## src/rtl/cycle_meter_ctrl_pkg.sv

```systemverilog
// Shared definitions for the cycle meter controller: state encoding and default width.
package cycle_meter_ctrl_pkg;

  localparam int unsigned WIDTH_DEF = 32;

  typedef enum logic [1:0] {
    ST_IDLE = 2'd0,
    ST_RUN  = 2'd1,
    ST_DONE = 2'd2,
    ST_TMO  = 2'd3
  } state_e;

endpackage

```

## src/rtl/cycle_meter_ctrl_if.sv

```systemverilog
// Sequencer-to-meter bus: measurement control inputs and registered result outputs.
interface cycle_meter_ctrl_if
  import cycle_meter_ctrl_pkg::*;
#(
  parameter int unsigned WIDTH = WIDTH_DEF
) ();

  logic             start;
  logic             stop;
  logic             ack;
  logic [WIDTH-1:0] preset;
  logic [WIDTH-1:0] timeout_limit;
  logic             busy;
  logic             valid;
  logic             timeout;
  logic [WIDTH-1:0] cycles;

  modport master (
    output start, stop, ack, preset, timeout_limit,
    input  busy, valid, timeout, cycles
  );

  modport slave (
    input  start, stop, ack, preset, timeout_limit,
    output busy, valid, timeout, cycles
  );

endinterface

```

## src/rtl/cycle_meter_ctrl_counter_load.sv

```systemverilog
// Loadable up-counter: synchronous clear beats load, load beats increment.
module counter_load #(
  parameter int unsigned WIDTH = 32
) (
  input  logic             clk,
  input  logic             cl,
  input  logic             up,
  input  logic             w,
  input  logic [WIDTH-1:0] d,
  output logic [WIDTH-1:0] q
);

  logic [WIDTH-1:0] q_q;
  logic [WIDTH-1:0] q_d;

  always_comb begin
    q_d = q_q;
    if (cl) begin
      q_d = '0;
    end else if (w) begin
      q_d = d;
    end else if (up) begin
      q_d = q_q + WIDTH'(1);
    end
  end

  always_ff @(posedge clk) begin
    q_q <= q_d;
  end

  assign q = q_q;

endmodule

```

## src/rtl/cycle_meter_ctrl.sv

```systemverilog
// Sequences a loadable counter to measure start-to-stop cycles, with timeout
// and a valid/ack result handshake.
module cycle_meter_ctrl
  import cycle_meter_ctrl_pkg::*;
#(
  parameter int unsigned WIDTH = WIDTH_DEF
) (
  input  logic               clk,
  input  logic               rst,
  cycle_meter_ctrl_if.slave  bus
);

  state_e           state_q, state_d;
  logic [WIDTH-1:0] cycles_q, cycles_d;
  logic             busy_q, busy_d;
  logic             valid_q, valid_d;
  logic             timeout_q, timeout_d;

  logic [WIDTH-1:0] cnt;
  logic             cnt_load;
  logic             cnt_up;
  logic             tmo_hit;

  counter_load #(.WIDTH(WIDTH)) u_cnt (
    .clk (clk),
    .cl  (rst),
    .up  (cnt_up),
    .w   (cnt_load),
    .d   (bus.preset),
    .q   (cnt)
  );

  // A zero limit disables the timeout; compare is plain unsigned.
  assign tmo_hit = (bus.timeout_limit != '0) && (cnt >= bus.timeout_limit);

  // Start is accepted in every state, so it directly drives the counter load.
  assign cnt_load = bus.start;
  assign cnt_up   = (state_q == ST_RUN) && !bus.stop && !tmo_hit;

  always_comb begin
    state_d  = state_q;
    cycles_d = cycles_q;

    unique case (state_q)
      ST_IDLE: begin
        if (bus.start) begin
          state_d = ST_RUN;
        end
      end
      ST_RUN: begin
        if (bus.start) begin
          state_d = ST_RUN;
        end else if (bus.stop) begin
          cycles_d = cnt;
          state_d  = ST_DONE;
        end else if (tmo_hit) begin
          cycles_d = cnt;
          state_d  = ST_TMO;
        end
      end
      ST_DONE, ST_TMO: begin
        if (bus.start) begin
          state_d = ST_RUN;
        end else if (bus.ack) begin
          state_d = ST_IDLE;
        end
      end
      default: state_d = ST_IDLE;
    endcase

    // Flags are decoded from the next state so they register alongside it.
    busy_d    = (state_d == ST_RUN);
    valid_d   = (state_d == ST_DONE);
    timeout_d = (state_d == ST_TMO);
  end

  always_ff @(posedge clk) begin
    if (rst) begin
      state_q   <= ST_IDLE;
      cycles_q  <= '0;
      busy_q    <= 1'b0;
      valid_q   <= 1'b0;
      timeout_q <= 1'b0;
    end else begin
      state_q   <= state_d;
      cycles_q  <= cycles_d;
      busy_q    <= busy_d;
      valid_q   <= valid_d;
      timeout_q <= timeout_d;
    end
  end

  assign bus.busy    = busy_q;
  assign bus.valid   = valid_q;
  assign bus.timeout = timeout_q;
  assign bus.cycles  = cycles_q;

endmodule

```

## src/flat_wrapper.sv

```systemverilog
// flat-port wrapper written by rule: the top's interface ports become plain ports
module cycle_meter_ctrl_flat import cycle_meter_ctrl_pkg::*;
#(
  parameter int unsigned WIDTH = WIDTH_DEF
)
  (clk, rst, bus_start, bus_stop, bus_ack, bus_preset, bus_timeout_limit, bus_busy, bus_valid, bus_timeout, bus_cycles);
  cycle_meter_ctrl_if #(.WIDTH(WIDTH)) bus_i ();
  input  logic clk;
  input  logic rst;
  input wire logic [$bits(bus_i.start)-1:0] bus_start;
  input wire logic [$bits(bus_i.stop)-1:0] bus_stop;
  input wire logic [$bits(bus_i.ack)-1:0] bus_ack;
  input wire logic [$bits(bus_i.preset)-1:0] bus_preset;
  input wire logic [$bits(bus_i.timeout_limit)-1:0] bus_timeout_limit;
  output wire logic [$bits(bus_i.busy)-1:0] bus_busy;
  output wire logic [$bits(bus_i.valid)-1:0] bus_valid;
  output wire logic [$bits(bus_i.timeout)-1:0] bus_timeout;
  output wire logic [$bits(bus_i.cycles)-1:0] bus_cycles;
  assign bus_i.start = bus_start;
  assign bus_i.stop = bus_stop;
  assign bus_i.ack = bus_ack;
  assign bus_i.preset = bus_preset;
  assign bus_i.timeout_limit = bus_timeout_limit;
  assign bus_busy = bus_i.busy;
  assign bus_valid = bus_i.valid;
  assign bus_timeout = bus_i.timeout;
  assign bus_cycles = bus_i.cycles;
  cycle_meter_ctrl #(.WIDTH(WIDTH)) u_core (.clk(clk), .rst(rst), .bus(bus_i));
endmodule
```

## config.mk

```make
export PLATFORM = sky130hd
export DESIGN_NAME = cycle_meter_ctrl_flat
export DESIGN_NICKNAME = d
export VERILOG_FILES = /design/src/rtl/cycle_meter_ctrl_pkg.sv /design/src/rtl/cycle_meter_ctrl_if.sv /design/src/rtl/cycle_meter_ctrl_counter_load.sv /design/src/rtl/cycle_meter_ctrl.sv /design/src/flat_wrapper.sv
export SDC_FILE = /design/constraint.sdc
export NUM_CORES = 1
export LEC_CHECK = 0
export ABC_CLOCK_PERIOD_IN_PS = 3950
export CAP_MARGIN = 20
export CORE_UTILIZATION = 35
export DETAILED_ROUTE_END_ITERATION = 16
export PLACE_DENSITY = 0.68
export REMOVE_ABC_BUFFERS = 1
export SLEW_MARGIN = 20
export SYNTH_ARGS = -nofsm -noshare
export SYNTH_HDL_FRONTEND = slang
export SYNTH_SLANG_ARGS = --single-unit
```

## constraint.sdc

```tcl
create_clock -name clk -period 3.95 [get_ports clk]
set_input_delay 0.79 -clock clk [delete_from_list [all_inputs] [get_ports clk]]
set_output_delay 0.79 -clock clk [all_outputs]
set_load 0.03 [all_outputs]
```

==> results by group <==
Finish
  • Antenna diodes: 0
  • Final Cell Area: 0.00598 mm^2
  • Commonest non-fill, non-tap cell in the layout: clkdlybuf4s50_1
  • Area Overhead vs Synth: 36.1%
  • Fin cells: 799
  • Share of layout cells above drive strength 1: 8.87%
  • Layout Nets: 728
  • Most frequent cells in the layout: clkdlybuf4s50_1, dfxtp_1, nor2_1

CTS
  • Clock Tree Root: clkbuf_16
  • Post-CTS sizing: 0
  • CTS tree: yes
  • Clock sinks: 69
  • Setup bufs post-CTS: 0
  • Clock transition at path regs: 0.06 ns
  • CTS Hold Bufs: 0
  • TritonCTS buffer count: 9
  • Htree depth: 3
  • Max clock buf depth: 2
  • Clk_lat worst skew: 0.34 ns

Route
  • Total Wirelength: 12.7 mm
  • DR iter-0 viols: 193
  • DR DRC count: 0
  • Via/cell ratio: 5.30
  • Vias: 4236
  • DR WL/cell: 15.9 um
  • 1st-pass router iterations: 5
  • Detail Route Antenna Nets: 0

Die
  • Initial core utilization: 36.3%
  • IO Count: 104
  • Core ar.: 0.0121 mm^2
  • FP Rows: 40
  • Die Y: 114 um
  • Die width: 114 um
  • Die ar.: 0.0130 mm^2

Worst setup path
  • CP max FO: 16
  • Worst Setup End Kind: flop
  • CP Launch Type: input pin
  • Critical Path AT: 3.74 ns
  • Crit path required time: 4.19 ns
  • Setup Crit Path Kind: in -> reg
  • Worst R2R Start: u_core.u_cnt.q[0]
  • Critical path startpoint: bus_timeout_limit[30]

STA
  • Worst-margin pin slew: 0.647 ns
  • Fin. max-slew vios: 0
  • Tmin final: 3.50 ns
  • WHS: 0.493 ns
  • Slew headroom: 56.8%
  • Clock skew: 0.00851 ns
  • Fmax: 0.286 GHz
  • Sum Neg Setup Slack: 0 ns
  • Final hold vios: 0
  • Unrepaired setup endpoints after global routing: false
  • Final setup vio count: 0
  • Final Cycle Share: 88.6%

GRT
  • First-pass GRT wire length: 20.6 mm
  • Vias in the first global route: 4151
  • Largest net degree at the start of global routing: 39
  • GRT Total Usage: 20.6%
  • Antenna violations before repair: 0
  • Grt total ovfl: 0

Min path
  • Hold crit path type: reg -> reg
  • HP Start: u_core.bus.cycles[26]

Synth
  • Sequential-to-total area share from yosys stat: 31.4%
  • EDFF count, synth: 0
  • FF+latch count, synth: 69
  • Prevailing post-synth register cell: dfxtp_1
  • Unique masters post-synth: 59
  • FFs w/ async S/R, synth: 0%
  • Mapped Cells: 518
  • Yosys warning count: 0
  • Mean Syn Cell Area: 8.49 um^2
  • Mapped Area: 0.00440 mm^2

Flow run
  • Max-cap viol count: 0

Pwr
  • Pwr Density: 336 mW/mm^2
  • Peak VDD IR: 0.000167 V
  • Overall Power: 0.00201 W
  • Lkg Pwr: 2.53 nW

Status
  • Status: complete, no violations

Placement
  • RePlAce Congestion: 0.849
  • Hpwl dp: 9.60 mm
  • Post-place instance area: 0.00565 mm^2
  • Placed cell count: 783
  • Port bufs: 103
state kept, by name, summed over array words and instances (netlist names):
| register | flops |
|---|---|
| u_core.bus.timeout | 1 |
| u_core.bus.cycles | 32 |
| u_core.u_cnt.q | 32 |
| u_core.bus.busy | 1 |
| u_core.bus.valid | 1 |
| u_core.state_q | 2 |
metal layers:
metal | track usage (%) | share of wire [%] | wire length, um | vias to the layer above
li1 | - | - | - | 2131
met1 | 26.7 | 46 | 5900 | 1983
met2 | 33.5 | 47 | 5960 | 103
met3 | 4.24 | 4.6 | 591 | 19
met4 | 7.97 | 2.1 | 265 | 0
met5 | 0 | 0 | 0 | -
synth_stat cells, types with 5 or more instances:
library cell | instances | area [um^2]
or3_1 | 6 | 37.5
nand3_1 | 23 | 115
nand4_1 | 18 | 113
ha_1 | 33 | 413
o31ai_1 | 5 | 37.5
clkbuf_1 | 14 | 52.6
dfxtp_1 | 69 | 1380
buf_2 | 5 | 25.0
nor3_1 | 12 | 60.1
clkbuf_8 | 5 | 68.8
a311oi_1 | 15 | 131
inv_1 | 44 | 165
o21ai_0 | 14 | 70.1
a21oi_1 | 13 | 65.1
o211ai_1 | 7 | 52.6
mux2i_1 | 41 | 410
and3_1 | 16 | 100
nor2_1 | 63 | 236
nand2_1 | 37 | 139
nor4_1 | 17 | 106
per-stage QoR:
| stage | setup WS, ns | utilization (%) |
|---|---|---|
| floorplan | 0.224 | - |
| global placement | 0.227 | 46.6 |
| detailed placement | 0.113 | 46.6 |
| CTS | 0.464 | 49.4 |
| global route | 0.298 | 49.4 |
| finish | 0.449 | 49.4 |
power breakdown:
group / switching [W] / leakage (nW) / internal [W]
logic: 0.000169 / 1.80 / 0.000169
registers: 0.0000470 / 0.565 / 0.000730
clock network: 0.000309 / 0.162 / 0.000588
logic make-up (layout without fill, tap and decap cells):
family          Yosys count  in the layout  share of synthesized area [%]
compound gates           86             86                           16.2
mux                      41             41                           9.34
flops                    69             69                           31.4
buf+inv                  70            183                           7.60
fa+ha+maj                33             33                           9.39
simple gates            219            219                           26.1
critical path, stage by stage:
cell and delay (ns):
clkdlybuf4s50_1 0.50, inv_1 0.05, ha_1 0.32, a21oi_1 0.16, a21boi_1 0.13, a2111oi_4 0.45, nand2_4 0.07, o31a_1 0.44
buf_12 0.22, or3_1 0.34, a311oi_1 0.27
area by class of cell:
class                   count  area [um^2]
fillers                  1174         6130
flip-flops and latches     69         1380
inverters                  44          165
clock inverters             5         81.3
repair buffers            123         1200
multi-input cells         379         2690
clock buffers              11          253
well taps                 168          210
path summary, 6_finish.rpt:
path / endpoint / slack (ns) / cells after the start
setup / recovery: u_core.u_cnt.q[5] / 0.45 / 11
hold / removal: u_core.bus.cycles[26] / 0.49 / 2
setup reg to reg: u_core.u_cnt.q[5] / 0.91 / 10
hold reg to reg: u_core.bus.cycles[26] / 0.49 / 2
(Power assumes the default switching activity.)
